$ cat src/rtl/audio_adc_receiver.sv
// audio_adc_receiver: WM8731 I2S ADC capture into a stereo-frame FIFO on Clk.
module audio_adc_receiver #(
    parameter int SAMPLE_BITS = 16,
    parameter int FIFO_DEPTH  = 4
) (
    input  logic                            Clk,
    input  logic                            Reset,
    input  logic                            ENABLE,
    input  logic                            AUD_BCLK,
    input  logic                            AUD_ADCLRCK,
    input  logic                            AUD_ADCDAT,
    output logic [2*SAMPLE_BITS-1:0]        ADC_DATA,
    output logic                            ADC_VALID,
    input  logic                            ADC_READY,
    output logic                            ADC_OVERFLOW,
    input  logic                            CLR_OVF,
    output logic [$clog2(FIFO_DEPTH):0]     FIFO_LEVEL
);
    localparam int AW = (FIFO_DEPTH > 1) ? $clog2(FIFO_DEPTH) : 1;
    localparam int LW = $clog2(FIFO_DEPTH) + 1;
    localparam int CW = $clog2(SAMPLE_BITS + 1);

    typedef enum logic [1:0] {IDLE, ALIGN, LEFT, RIGHT} state_t;

    state_t                   state, next;
    logic [1:0]               bclk_sync, lrck_sync, dat_sync;
    logic                     bclk_prev, lrck_prev;
    logic                     bclk_rise, lr_edge, lr_fall, lr_rise;
    logic [SAMPLE_BITS-1:0]   sh, chan_val, left_reg;
    logic [CW-1:0]            bit_cnt;
    logic                     push, latch_left, pop, full, wr, ovf_set;
    logic [AW-1:0]            wr_ptr, rd_ptr;
    logic [LW-1:0]            level;
    logic [2*SAMPLE_BITS-1:0] mem [FIFO_DEPTH];

    assign bclk_rise = bclk_sync[1] & ~bclk_prev;
    assign lr_edge   = bclk_rise && (lrck_sync[1] != lrck_prev);
    assign lr_fall   = lr_edge && !lrck_sync[1];
    assign lr_rise   = lr_edge && lrck_sync[1];
    // Short channels come out left-justified with zero LSBs
    assign chan_val  = sh << (CW'(SAMPLE_BITS) - bit_cnt);

    always_ff @(posedge Clk or negedge Reset) begin
        if (!Reset) begin
            bclk_sync <= '0;
            lrck_sync <= '0;
            dat_sync  <= '0;
            bclk_prev <= 1'b0;
            lrck_prev <= 1'b0;
        end else begin
            bclk_sync <= {bclk_sync[0], AUD_BCLK};
            lrck_sync <= {lrck_sync[0], AUD_ADCLRCK};
            dat_sync  <= {dat_sync[0], AUD_ADCDAT};
            bclk_prev <= bclk_sync[1];
            if (bclk_rise)
                lrck_prev <= lrck_sync[1];
        end
    end

    // The LRCK-transition rise is the I2S delay slot; later slots past SAMPLE_BITS are dropped
    always_ff @(posedge Clk or negedge Reset) begin
        if (!Reset) begin
            sh      <= '0;
            bit_cnt <= '0;
        end else if (bclk_rise) begin
            if (lr_edge) begin
                sh      <= '0;
                bit_cnt <= '0;
            end else if (bit_cnt < CW'(SAMPLE_BITS)) begin
                sh      <= {sh[SAMPLE_BITS-2:0], dat_sync[1]};
                bit_cnt <= bit_cnt + 1'b1;
            end
        end
    end

    always_ff @(posedge Clk or negedge Reset) begin
        if (!Reset) begin
            state    <= IDLE;
            left_reg <= '0;
        end else begin
            state <= next;
            if (latch_left)
                left_reg <= chan_val;
        end
    end

    always_comb begin
        next       = state;
        push       = 1'b0;
        latch_left = 1'b0;
        if (!ENABLE)
            next = IDLE;
        else begin
            case (state)
                IDLE:  next = ALIGN;
                ALIGN: next = lr_fall ? LEFT : ALIGN;
                LEFT: begin
                    latch_left = lr_rise;
                    next       = lr_rise ? RIGHT : LEFT;
                end
                RIGHT: begin
                    push = lr_fall;
                    next = lr_fall ? LEFT : RIGHT;
                end
                default: next = IDLE;
            endcase
        end
    end

    assign pop     = ADC_VALID && ADC_READY;
    assign full    = level == LW'(FIFO_DEPTH);
    assign wr      = push && (!full || pop);
    assign ovf_set = push && full && !pop;

    always_ff @(posedge Clk or negedge Reset) begin
        if (!Reset) begin
            wr_ptr       <= '0;
            rd_ptr       <= '0;
            level        <= '0;
            ADC_OVERFLOW <= 1'b0;
        end else begin
            if (wr)
                wr_ptr <= wr_ptr + 1'b1;
            if (pop)
                rd_ptr <= rd_ptr + 1'b1;
            level <= level + LW'(wr) - LW'(pop);
            if (ovf_set)
                ADC_OVERFLOW <= 1'b1;
            else if (CLR_OVF)
                ADC_OVERFLOW <= 1'b0;
        end
    end

    always_ff @(posedge Clk) begin
        if (wr)
            mem[wr_ptr] <= {left_reg, chan_val};
    end

    assign ADC_VALID  = level != '0;
    assign ADC_DATA   = ADC_VALID ? mem[rd_ptr] : '0;
    assign FIFO_LEVEL = level;
endmodule

$ cat config.mk
export PLATFORM = sky130hd
export DESIGN_NAME = audio_adc_receiver
export DESIGN_NICKNAME = d
export VERILOG_FILES = /design/src/rtl/audio_adc_receiver.sv
export SDC_FILE = /design/constraint.sdc
export NUM_CORES = 1
export LEC_CHECK = 0
export ABC_AREA = 1
export BUFFER_PORTS_ARGS = -buffer_cell sky130_fd_sc_hd__buf_2
export CELL_PAD_IN_SITES_DETAIL_PLACEMENT = 1
export CELL_PAD_IN_SITES_GLOBAL_PLACEMENT = 2
export CORE_ASPECT_RATIO = 0.8
export CORE_MARGIN = 2
export CORE_UTILIZATION = 36
export CTS_CLUSTER_SIZE = 12
export DETAILED_ROUTE_END_ITERATION = 10
export PLACE_DENSITY_LB_ADDON = 0.1
export SYNTH_ARGS = -nofsm -noshare
export SYNTH_HDL_FRONTEND = slang
export SYNTH_SLANG_ARGS = --single-unit
$ cat constraint.sdc
create_clock -name Clk -period 2.65 [get_ports Clk]
set_clock_uncertainty 0.1 [all_clocks]
set_input_delay 0.265 -clock Clk [delete_from_list [all_inputs] [get_ports Clk]]
set_output_delay 0.265 -clock Clk [all_outputs]
set_load 0.01 [all_outputs]
-- Word level (Yosys, flattened, before mapping)
Memories as Yosys holds them, arrays and structs flattened.
Cells that the tools add are included.
W data, S select, Z words.
- flip-flop bits (word level): 55
- memories kept: 1
- bits in writable memories: 128
- output and inout bits: 37
- memory list (memory ; words ; width ; read ports ; clocked after memory_dff ; write ports ; RTL line ; text):
    mem ; 4 ; 32 ; 1 ; 0 ; 1 ; 34 ; logic [2*SAMPLE_BITS-1:0] mem [FIFO_DEPTH];
- reductions and logical operators: 16
- add/sub/neg operators: 6
- order comparisons: 1
- eq/ne operators: 5
- bitwise operators: 2
- multiplexer cells: 18
- shift operators: 1
- operator list (cell ; count):
    $mux W16 ; 2
    $mux W32 ; 1
    $shl A16 B5 Y16 ; 1
    $mux W1 ; 10
    $mux W5 ; 2
    $pmux W2 S4 ; 1
    $logic_and A1 B1 Y1 ; 7
    $add A5 B1 Y5 const B ; 1
    $lt A5 B5 Y1 const B ; 1
    $sub A5 B5 Y5 const A ; 1
    $add A2 B1 Y2 const B ; 2
    $eq A2 B2 Y1 const B ; 2
    $mux W2 ; 2
    $reduce_bool A2 Y1 ; 2
    $add A3 B1 Y3 ; 1
    $eq A3 B3 Y1 const B ; 1
    $logic_not A1 Y1 ; 3
    $reduce_bool A3 Y1 ; 1
    $sub A3 B1 Y3 ; 1
    $eq A2 B1 Y1 const B ; 1
    $logic_not A2 Y1 ; 1
    $reduce_and A2 Y1 ; 1
    $and A1 B1 Y1 ; 1
    $logic_or A1 B1 Y1 ; 1
    2 further kinds ; 2

-- Logic depth before layout (Yosys ltp)
Gate-level depths: netlist (run 1).
- word-level depth: 9
- gate-level depth with buffers: 14

-- Worst setup path before layout (run 1)
No wires, ideal clock.
- path type: register -> register
- start: reg bclk_prev
- end: mem mem[0][0] in the netlist's numbering, enable pin
- required time: 2.129 ns
- path slack: -0.288 ns
- clock period less this slack: 2.938 ns
- cell stages (with the launch flop): 6
- data arrival time: 2.417 ns
- library setup time: 0.421 ns
- path buffers: 0
- cell sequence: dfrtp_1 > inv_1 > nand2_1 > nor3_1 > nand3_2 > nor2_1
- word-level cells in the longest chain between the ends: 9
- ends and longest elaborated chain (item ; RTL line ; text):
    start, declared ; 27 ; logic bclk_prev, lrck_prev;
    start signal, assigned ; 54 ; bclk_prev <= bclk_sync[1];
    $not A1 Y1 ; 36 ; assign bclk_rise = bclk_sync[1] & ~bclk_prev;
    $and A1 B1 Y1 ; 36 ;
    $logic_and A1 B1 Y1 ; 37 ; assign lr_edge = bclk_rise && (lrck_sync[1] != lrck_prev);
    $logic_and A1 B1 Y1 ; 38 ; assign lr_fall = lr_edge && !lrck_sync[1];
    $mux W1 ; 94 ; case (state)
    $mux W1 ; 91 ; if (!ENABLE)
    $logic_and A1 B1 Y1 ; 112 ; assign wr = push && (!full || pop);
    $mux W1 ; 135 ; if (wr)
    $mux W1 (not written as such) ; 136 ; mem[wr_ptr] <= {left_reg, chan_val};
    end, declared ; 34 ;
No other way between the ends.

-- Worst setup path in the final report (run 1)
- start: reg rd_ptr[1]
- end: out ADC_DATA[1]
- word-level cells in the longest chain between the ends: 2
- ends and longest elaborated chain (item ; RTL line ; text):
    start, declared ; 32 ; logic [AW-1:0] wr_ptr, rd_ptr;
    start signal, assigned ; 125 ; rd_ptr <= rd_ptr + 1'b1;
    $mem_v2 Z4 W32 ; -- ;
    $mux W32 ; 140 ; assign ADC_DATA = ADC_VALID ? mem[rd_ptr] : '0;
    end, declared ; 12 ; output logic [2*SAMPLE_BITS-1:0] ADC_DATA,
No other way between the ends.

==> results of run 1 <==
[metrics by stage]
| stage | area, um^2 | total power [W] |
|---|---|---|
| 2_1_floorplan | 7990 | 0.00608 |
| 3_3_place_gp | 8640 | 0.00741 |
| 3_5_place_dp | 8640 | 0.00749 |
| 4_1_cts | 9310 | 0.0101 |
| 5_1_grt | 9310 | 0.0107 |
| 6_report | 9310 | 0.00999 |
[layout make-up]
cell class,count,area (um^2)
well taps,300,375
flip-flops and latches,183,5220
inverters,42,159
multi-input cells,517,2430
clock buffers,17,425
clock inverters,15,183
repair buffers,75,522
fillers,2401,12400
[routing by layer]
metal / share of wire [%] / up-vias
met5: 0 / -
met2: 47 / 55
li1: - / 2752
met1: 50 / 2895
met3: 2.2 / 9
met4: 0.52 / 0
[what timing repair did]
item,in CTS,in global routing
hold endpoints to repair,24,0
hold buffers,6,0
setup endpoints to repair,22,0
setup buffers,0,0
resized for setup,2,0
[how the worst max path moves through the flow]
stage / from / endpoint / slack [ps] / cells past startpoint
4_1_cts: rd_ptr[1] / ADC_DATA[1] / 150 / 6
3_5_place_dp: rd_ptr[0] / ADC_DATA[6] / 350 / 5
3_3_place_gp: rd_ptr[0] / ADC_DATA[3] / 390 / 5
6_report: rd_ptr[1] / ADC_DATA[1] / 200 / 6
5_1_grt: rd_ptr[0] / ADC_DATA[14] / 8 / 6
2_1_floorplan: bclk_prev / mem[0][0] / -290 / 5
[logic make-up (layout without fill, tap and decap cells)]
logic type | Yosys count | after routing | share of synthesized area, %
flip-flops | 183 | 183 | 65.4
AND/OR/NAND/NOR | 372 | 372 | 19.3
XOR/XNOR | 6 | 6 | 0.658
buffers and inverters | 83 | 149 | 4.46
AO/OA/AOI/OAI | 129 | 129 | 8.60
adder cells (fa/ha/maj) | 10 | 10 | 1.66
[placed cells by master, fill, tap and decap left out, drive strengths merged]
master | netlist | routed
clkbuf | 15 | 17
xnor2 | 2 | 2
buf | 26 | 69
bufinv | 0 | 1
clkinvlp | 0 | 4
o21ai | 80 | 80
nand2 | 148 | 148
and3 | 1 | 1
nor2 | 148 | 148
clkinv | 1 | 4
edfxtp | 128 | 128
dfrtp | 55 | 55
inv | 41 | 48
ha | 9 | 9
fa | 1 | 1
nand3 | 70 | 70
nor3 | 5 | 5
o31ai | 9 | 9
dlygate4sd3 | 0 | 6
a21oi | 40 | 40
xor2 | 4 | 4
[power groups by stage]
stage	combinational [W]	sequential, W	clock [W]
6_report	0.00393	0.00347	0.00259
3_3_place_gp	0.00388	0.00353	0
5_1_grt	0.00444	0.00350	0.00277
4_1_cts	0.00399	0.00348	0.00264
3_5_place_dp	0.00396	0.00353	0
2_1_floorplan	0.00260	0.00348	0
[worst min-delay path, stage by stage]
cell and delay, ps:
buf_2 100, inv_1 50, nor2_1 80, xor2_1 130
==> impl_metrics.toml, run 1 <==
[final_layout]
area_delta_synth_final_pct = 16.6
drive_above_1_share_pct = 14.7
antenna_cells = 0
fin_util_pct = 42.9
largest_register_ffs = 128
nets = 854
layout.cells.non_filler = 1149

[sta]
period_needed_ps = 2450
whs_ps = 131
min_period_over_period_pct = 92.3
finalSetupTns_ps = 0
hold_viol = 0
slew_headroom_pct = 52.6
setup_ws_ps = 203
timing.fmax_ghz = 0.409
rsz0062_at_grt = "no"
worst_pin_slew_ps = 710
final_max_slew_viol_count = 0
setup_viol = 0

[power_and_ir_drop]
clock_power_share_pct = 25.9
switching_share_pct = 40.6
powerDensity_mw_per_mm2 = 1070
leakagePower_nw = 3.64
p_comb_share_pct = 39.3
p_sw_w = 0.00405
p_int_w = 0.00594
vdd_drop_max_uv = 467
pwr-share-seq_pct = 34.8

[logic_synthesis]
synth_cell_types = 31
syn_area_mm2 = 0.00799
synth_top_area_share_pct = 48.1
synth_edf_count = 128
ys_ff_latch = 183
yosysMostFrequentCell = "nor2_1"
synth_warnings = 0
synth_area_leaders = "edfxtp_1 (48%), dfrtp_1 (17%), nor2_1 (6.8%)"
synthFlopType = "edfxtp_1"
seq_area_frac_synth_pct = 65.4
post_synth.cell_area_avg_um2 = 10.2
async_flop_share_pct = 30.1
syn_inst = 783
synth_common_cells = "nor2_1 (145), nand2_1 (143), edfxtp_1 (128), o21ai_0 (76), nand3_1 (68)"
syn_nets = 801
synth_top_area_cell = "edfxtp_1"

[critical_path]
cp_slowest_cell = "dfrtp_1"
r2r-start = "bclk_prev"
startpoint_type = "flop"
worstSetupPathType = "flop to output port"
critPathMaxStageDelay_ps = 600
r2r_setup_slack_ps = 390
end_kind = "output port"
cp_cell_sequence = "inv_1, buf_4, nor2_1, o21ai_0, a21oi_1, buf_2"
critPathBufInv = 3
critPathRequiredTime_ps = 2290
r2r-end = "FIFO_LEVEL[2]"
critPathTopFamily = "flip-flops"
crit_path_max_fanout = 16
r2r_cells = 10
cp_data_arrival_time_ps = 2080

[floorplan]
rows = 48
core_area_mm2 = 0.0217
start_util_pct = 36.8
die_y_um = 137
pin_count = 45
die-width_um = 171
design.die.area_mm2 = 0.0234

[placed_design]
dp.cells = 1111
dp_slack_ps = 346
portBuffers = 44
gp_congestion = 0.786
dpl.hpwl_um = 13300

[global_route]
grt_usage_pct = 19.1
grt_max_degree = 67
grt.met1_usage_pct = 26.4
met3_usage_pct = 3.50
grt_pass1_wl_um = 33400
grt-busiest-layer = "met2"
grt-ovfl-total = 0
first_global_vias = 5936
antenna_found_initial = 0
gr-usage-met2_pct = 31.7

[drt]
postRouteAntennaNets = 0
wire_per_inst_um = 18.0
drt_iter0_drc = 352
wl_um = 20700
vias_per_cell = 4.97
vias = 5711
dr.pass1.iters = 4
drcViolationCount = 0

[clock_network]
clk_pin_slew_ps = 80
cts_buffers = 17
cts_num_sinks = 183
clockRootBuffer = "clkbuf_16"
cts_buffer_depth = 2
clock_latency_ps = 440
htreeDepth = 4
cts_tree = "built"

[min_path]
hp-class = "input pin to flop"
holdPathStages = 4
hold_start = "ADC_READY"
min_to = "rd_ptr[0]"

[run_status]
status = "finished clean"

[flow_run]
maxCapViolCount = 0
Note: power is estimated with default switching activity, not from simulation.
==> run 2, diff against run 1 <==
--- a/config.mk
+++ b/config.mk
@@ -11,10 +11,11 @@
 export CELL_PAD_IN_SITES_GLOBAL_PLACEMENT = 2
 export CORE_ASPECT_RATIO = 0.8
 export CORE_MARGIN = 2
-export CORE_UTILIZATION = 36
+export CORE_UTILIZATION = 40
 export CTS_CLUSTER_SIZE = 12
 export DETAILED_ROUTE_END_ITERATION = 10
 export PLACE_DENSITY_LB_ADDON = 0.1
+export SKIP_CTS_REPAIR_TIMING = 1
 export SYNTH_ARGS = -nofsm -noshare
 export SYNTH_HDL_FRONTEND = slang
 export SYNTH_SLANG_ARGS = --single-unit
==> constraint.sdc (replaced) <==
create_clock -name Clk -period 2.5 [get_ports Clk]
set_clock_uncertainty 0.1 [all_clocks]
set_input_delay 0.25 -clock Clk [delete_from_list [all_inputs] [get_ports Clk]]
set_output_delay 0.25 -clock Clk [all_outputs]
set_load 0.01 [all_outputs]
==> run 2 against run 1 <==
- sequential power is 5% higher
- register-to-register slack worse by 140 ps
- critical path depth is 1 lower
- non-clock buffer count is 1 lower
- global-route usage is 1.5 points higher
==> impl_metrics.toml, run 2 (synthesized netlist as in run 1, its figures left out) <==
[clock_network]
clock_latency_ps = 440
clk_pin_slew_ps = 70
cts_buffer_depth = 2
clockRootBuffer = "clkbuf_16"
htreeDepth = 4
cts_buffers = 17
cts_tree = "built"
cts_num_sinks = 183

[sta]
final_max_slew_viol_count = 0
hold_viol = 0
rsz0062_at_grt = "no"
slew_headroom_pct = 31.0
whs_ps = 124
min_period_over_period_pct = 93.3
worst_pin_slew_ps = 1030
timing.fmax_ghz = 0.429
setup_viol = 0
period_needed_ps = 2330

[global_route]
grt_usage_pct = 20.6
grt_max_degree = 67
first_global_vias = 5921
antenna_found_initial = 0
grt_pass1_wl_um = 32900
grt-ovfl-total = 0

[critical_path]
crit_path_max_fanout = 50
cp_data_arrival_time_ps = 1980
startpoint_type = "flop"
end_kind = "output port"
critPathRequiredTime_ps = 2150
cp_slowest_cell = "dfrtp_2"
critPathMaxStageDelay_ps = 440
worstSetupPathType = "flop to output port"
cp_cell_sequence = "clkinvlp_4, buf_12, o21ai_0, a21oi_1, buf_2"

[floorplan]
die_y_um = 130
rows = 46
die-width_um = 162
core_area_mm2 = 0.0197
design.die.area_mm2 = 0.0211
start_util_pct = 40.6
pin_count = 45

[power_and_ir_drop]
clock_power_share_pct = 26.4
vdd_drop_max_uv = 500
switching_share_pct = 39.6
p_sw_w = 0.00420
p_int_w = 0.00640
power_w = 0.0106
pwr-share-seq_pct = 34.5
p_comb_share_pct = 39.1
leakagePower_nw = 3.66
powerDensity_mw_per_mm2 = 1140

[final_layout]
drive_above_1_share_pct = 14.6
nets = 853
layout.cells.non_filler = 1112
mostFrequentLayoutCell = "nand2_1"
fin_util_pct = 47.4
antenna_cells = 0
largest_register_ffs = 128
area_delta_synth_final_pct = 16.7
final_cell_mix = "nand2_1 (143), nor2_1 (141), edfxtp_1 (128), o21ai_0 (76), nand3_1 (68)"

[placed_design]
dpl.hpwl_um = 13200
gp_congestion = 0.769
portBuffers = 44
dp.cells = 1074

[drt]
drt_iter0_drc = 303
postRouteAntennaNets = 0
wl_um = 20600
dr.pass1.iters = 4
vias_per_cell = 5.12
wire_per_inst_um = 18.6
drcViolationCount = 0
vias = 5691

[flow_run]
maxCapViolCount = 0

[min_path]
hp-class = "input pin to flop"

[run_status]
status = "finished clean"
-- run 2: cell types whose count changed in the layout (fill, tap and decap cells not counted), sizes merged --
cell,change
buf,-1
bufinv,+1
inv,-1
-- run 2: critical path: cells and delay by family, from the launching register on --
kind / cells / cell delay (ps)
AO/OA/AOI/OAI: 2 / 410
flip-flops: 1 / 440
buffers and inverters: 3 / 670
-- run 2: power groups by stage --
stage | Combinational (W) | Clock, W | Sequential, W
final | 0.00414 | 0.00280 | 0.00366
after CTS | 0.00420 | 0.00285 | 0.00366
after detailed placement | 0.00419 | 0 | 0.00372
after floorplan | 0.00276 | 0 | 0.00369
after global placement | 0.00409 | 0 | 0.00371
after global routing | 0.00468 | 0.00297 | 0.00368
-- run 2: worst paths after layout --
check	start	end	slack, ps	cells after the start
worst min-delay path	ADC_READY	rd_ptr[0]	120	4
max in group asynchronous	Reset	sh[7]	1110	3
worst min register to register	bclk_sync[0]	bclk_sync[1]	250	0
worst max-delay path	rd_ptr[0]	ADC_DATA[13]	170	5
min in group asynchronous	Reset	dat_sync[0]	430	2
worst max register to register	bclk_prev	FIFO_LEVEL[2]	250	10
-- run 2: stage by stage --
stage                     setup slack (ps)  cell area (um^2)  TNS (ps)
final                                  167              9320         0
after global routing                  21.9              9320         0
after CTS                             37.4              9260         0
after detailed placement               222              8650         0
after global placement                 344              8650         0
after floorplan                       -438              7990    -56080
-- run 2: routing by layer --
metal / up-vias / wire [um] / track usage (%)
met5: - / 0 / 0
met2: 72 / 9760 / 33.9
met1: 2856 / 10100 / 28.5
met3: 24 / 504 / 3.44
met4: 0 / 319 / 6.25
li1: 2739 / - / -
-- run 2: final cells by class --
class	count	area (um^2)
multi-input cells	517	2440
clock inverters	15	189
fillers	2183	10400
inverters	42	161
clock buffers	17	425
well taps	264	330
flip-flops and latches	183	5220
repair buffers	74	561
==> run 3, diff against run 2 <==
--- a/config.mk
+++ b/config.mk
@@ -7,14 +7,12 @@
 export LEC_CHECK = 0
 export ABC_AREA = 1
 export BUFFER_PORTS_ARGS = -buffer_cell sky130_fd_sc_hd__buf_2
-export CELL_PAD_IN_SITES_DETAIL_PLACEMENT = 1
-export CELL_PAD_IN_SITES_GLOBAL_PLACEMENT = 2
 export CORE_ASPECT_RATIO = 0.8
 export CORE_MARGIN = 2
-export CORE_UTILIZATION = 40
+export CORE_UTILIZATION = 55
 export CTS_CLUSTER_SIZE = 12
 export DETAILED_ROUTE_END_ITERATION = 10
-export PLACE_DENSITY_LB_ADDON = 0.1
+export PLACE_DENSITY = 0.76
 export SKIP_CTS_REPAIR_TIMING = 1
 export SYNTH_ARGS = -nofsm -noshare
 export SYNTH_HDL_FRONTEND = slang
==> constraint.sdc (replaced) <==
create_clock -name Clk -period 2 [get_ports Clk]
set_clock_uncertainty 0.1 [all_clocks]
set_input_delay 0.2 -clock Clk [delete_from_list [all_inputs] [get_ports Clk]]
set_output_delay 0.2 -clock Clk [all_outputs]
set_load 0.01 [all_outputs]
==> run 3 against run 2 <==
- the run now ends with negative setup slack left
- highest routed layer unchanged
- routed wire length down 6.8%
- die area down 27%
- sequential share of layout area down 2.8 points
- first-iteration DRC count up 65%
- sequential cell count unchanged
- final area up 5.3%
- clock power up 7.1%
- largest power group unchanged
- utilization up 22 points
- critical endpoint is now ADC_DATA[21]
- combinational power up 60%
- critical path depth up 2
- largest cell class unchanged
- count of clock-buffer cells in the layout up 8
==> impl_metrics.toml, run 3 (synthesized netlist as in run 1, its figures left out) <==
[global_route]
grt.met1_usage_pct = 33.5
grt_usage_pct = 25.0
gr-usage-met2_pct = 41.3
antenna_found_initial = 0
grt-busiest-layer = "met2"
first_global_vias = 5963
grt_max_degree = 34
grt_pass1_wl_um = 30200
met3_usage_pct = 5.33
grt-ovfl-total = 0

[critical_path]
end_kind = "output port"
crit_top_cell = "buf_12"
r2r_setup_slack_ps = -30
cp_data_arrival_time_ps = 1920
r2r-end = "FIFO_LEVEL[1]"
worstSetupPathType = "flop to output port"
r2r_cells = 8
critPathRequiredTime_ps = 1700
startpoint_type = "flop"
cp_slowest_cell = "dfrtp_2"
r2r-start = "FIFO_LEVEL[2]"
cp_cell_sequence = "buf_6, clkinvlp_4, buf_12, buf_12, o21ai_0, a21oi_1, buf_2"
crit_path_max_fanout = 16
critPathMaxStageDelay_ps = 440

[clock_network]
cts_buffer_depth = 2
cts_buffers = 17
clock_latency_ps = 420
cts_tree = "built"
clk_pin_slew_ps = 60
htreeDepth = 4
cts_num_sinks = 183
clockRootBuffer = "clkbuf_16"

[drt]
wire_per_inst_um = 18.0
wl_um = 19200
vias_per_cell = 5.66
dr.pass1.iters = 5
postRouteAntennaNets = 0
vias = 6044
drt_iter0_drc = 499
drcViolationCount = 0

[min_path]
min_to = "ADC_OVERFLOW"
holdPathStages = 5
hold_start = "ADC_READY"
hp-class = "input pin to flop"

[power_and_ir_drop]
leakagePower_nw = 3.85
vdd_drop_max_uv = 934
power_w = 0.0142
powerDensity_mw_per_mm2 = 1440

[sta]
final_max_slew_viol_count = 0
worst_pin_slew_ps = 624
period_needed_ps = 2220
setup_ws_ps = -220
setup_viol = 31
min_period_over_period_pct = 111
timing.fmax_ghz = 0.450
hold_viol = 0
slew_headroom_pct = 58.4
rsz0062_at_grt = "yes"

[final_layout]
final_cell_mix = "nand2_1 (133), edfxtp_1 (128), nor2_1 (126), nand3_1 (63), dfrtp_1 (52)"
nets = 889
antenna_cells = 0
nFillCells = 1017
multi_input_area_mm2 = 0.00269
fin_util_pct = 68.9
seq_area_mm2 = 0.00522
largest_register_ffs = 128
drive_above_1_share_pct = 23.4
area_delta_synth_final_pct = 22.9
final_area_mm2 = 0.00981
mostFrequentLayoutCell = "nand2_1"

[floorplan]
design.die.area_mm2 = 0.0155
die-width_um = 139
pin_count = 45
core_area_mm2 = 0.0142
die_y_um = 112
start_util_pct = 56.1
rows = 39

[placed_design]
dpl.hpwl_um = 11800
portBuffers = 44
dpl-instance-area_mm2 = 0.00875
gp_congestion = 0.966

[run_status]
status = "finished with violations"
failed_checks = "negative setup slack"

[flow_run]
maxCapViolCount = 0
==> run 3: changes by cell type in the layout (fill, tap and decap cells not counted), sizes merged <==
cell,before,now
clkinvlp,4,5
clkbuf,17,28
a21oi,40,41
inv,47,42
buf,68,98
bufinv,2,0
==> run 3: worst max path at each step <==
stage,start,to,slack [ps],depth (start not counted)
2_1_floorplan,lrck_sync[1],FIFO_LEVEL[2],-90,10
3_3_place_gp,rd_ptr[0],ADC_DATA[18],-40,5
3_5_place_dp,rd_ptr[0],ADC_DATA[22],-80,5
4_1_cts,rd_ptr[0],ADC_DATA[22],-560,5
5_1_grt,rd_ptr[0],ADC_DATA[21],-260,7
6_report,rd_ptr[0],ADC_DATA[21],-220,7
==> run 3: through the flow <==
stage / TNS (ps) / hold slack [ps] / std cells / setup WS, ps
3_5_place_dp: -986 / 145 / 1013 / -76.2
4_1_cts: -16220 / -303 / 1045 / -556
5_1_grt: -4550 / 238 / 1068 / -259
6_report: -2110 / 215 / 1068 / -220
2_1_floorplan: -176 / -196 / 783 / -88.5
3_3_place_gp: -128 / 138 / 1013 / -40.0
==> run 3: layer usage <==
| metal | routed length (um) | part of all wire (%) | vias to the layer above |
|---|---|---|---|
| met3 | 1180 | 6.1 | 33 |
| met1 | 8260 | 43 | 2979 |
| met4 | 346 | 1.8 | 0 |
| li1 | - | - | 2820 |
| met5 | 0 | 0 | - |
| met2 | 9460 | 49 | 212 |
==> run 3: area by class of cell <==
cell class | instances | area share, %
well taps | 184 | 2.35
inverters | 42 | 1.72
repair buffers | 107 | 9.83
flip-flops and latches | 183 | 53.2
clock buffers | 25 | 4.84
repair inverters | 2 | 0.153
multi-input cells | 518 | 27.4
clock inverters | 7 | 0.497
==> run 3: worst max-delay path: cells and delay by family, from the launching register on <==
family          cells  cell delay (ps)
buf+inv             5              680
compound gates      2              380
flops               1              440
==> run 3: where the power goes <==
| part | internal, W | leakage, nW | total, W | switching [W] |
|---|---|---|---|---|
| Sequential | 0.00442 | 1.82 | 0.00456 | 0.000144 |
| Clock | 0.00166 | 0.247 | 0.00300 | 0.00134 |
| Combinational | 0.00259 | 1.78 | 0.00661 | 0.00402 |
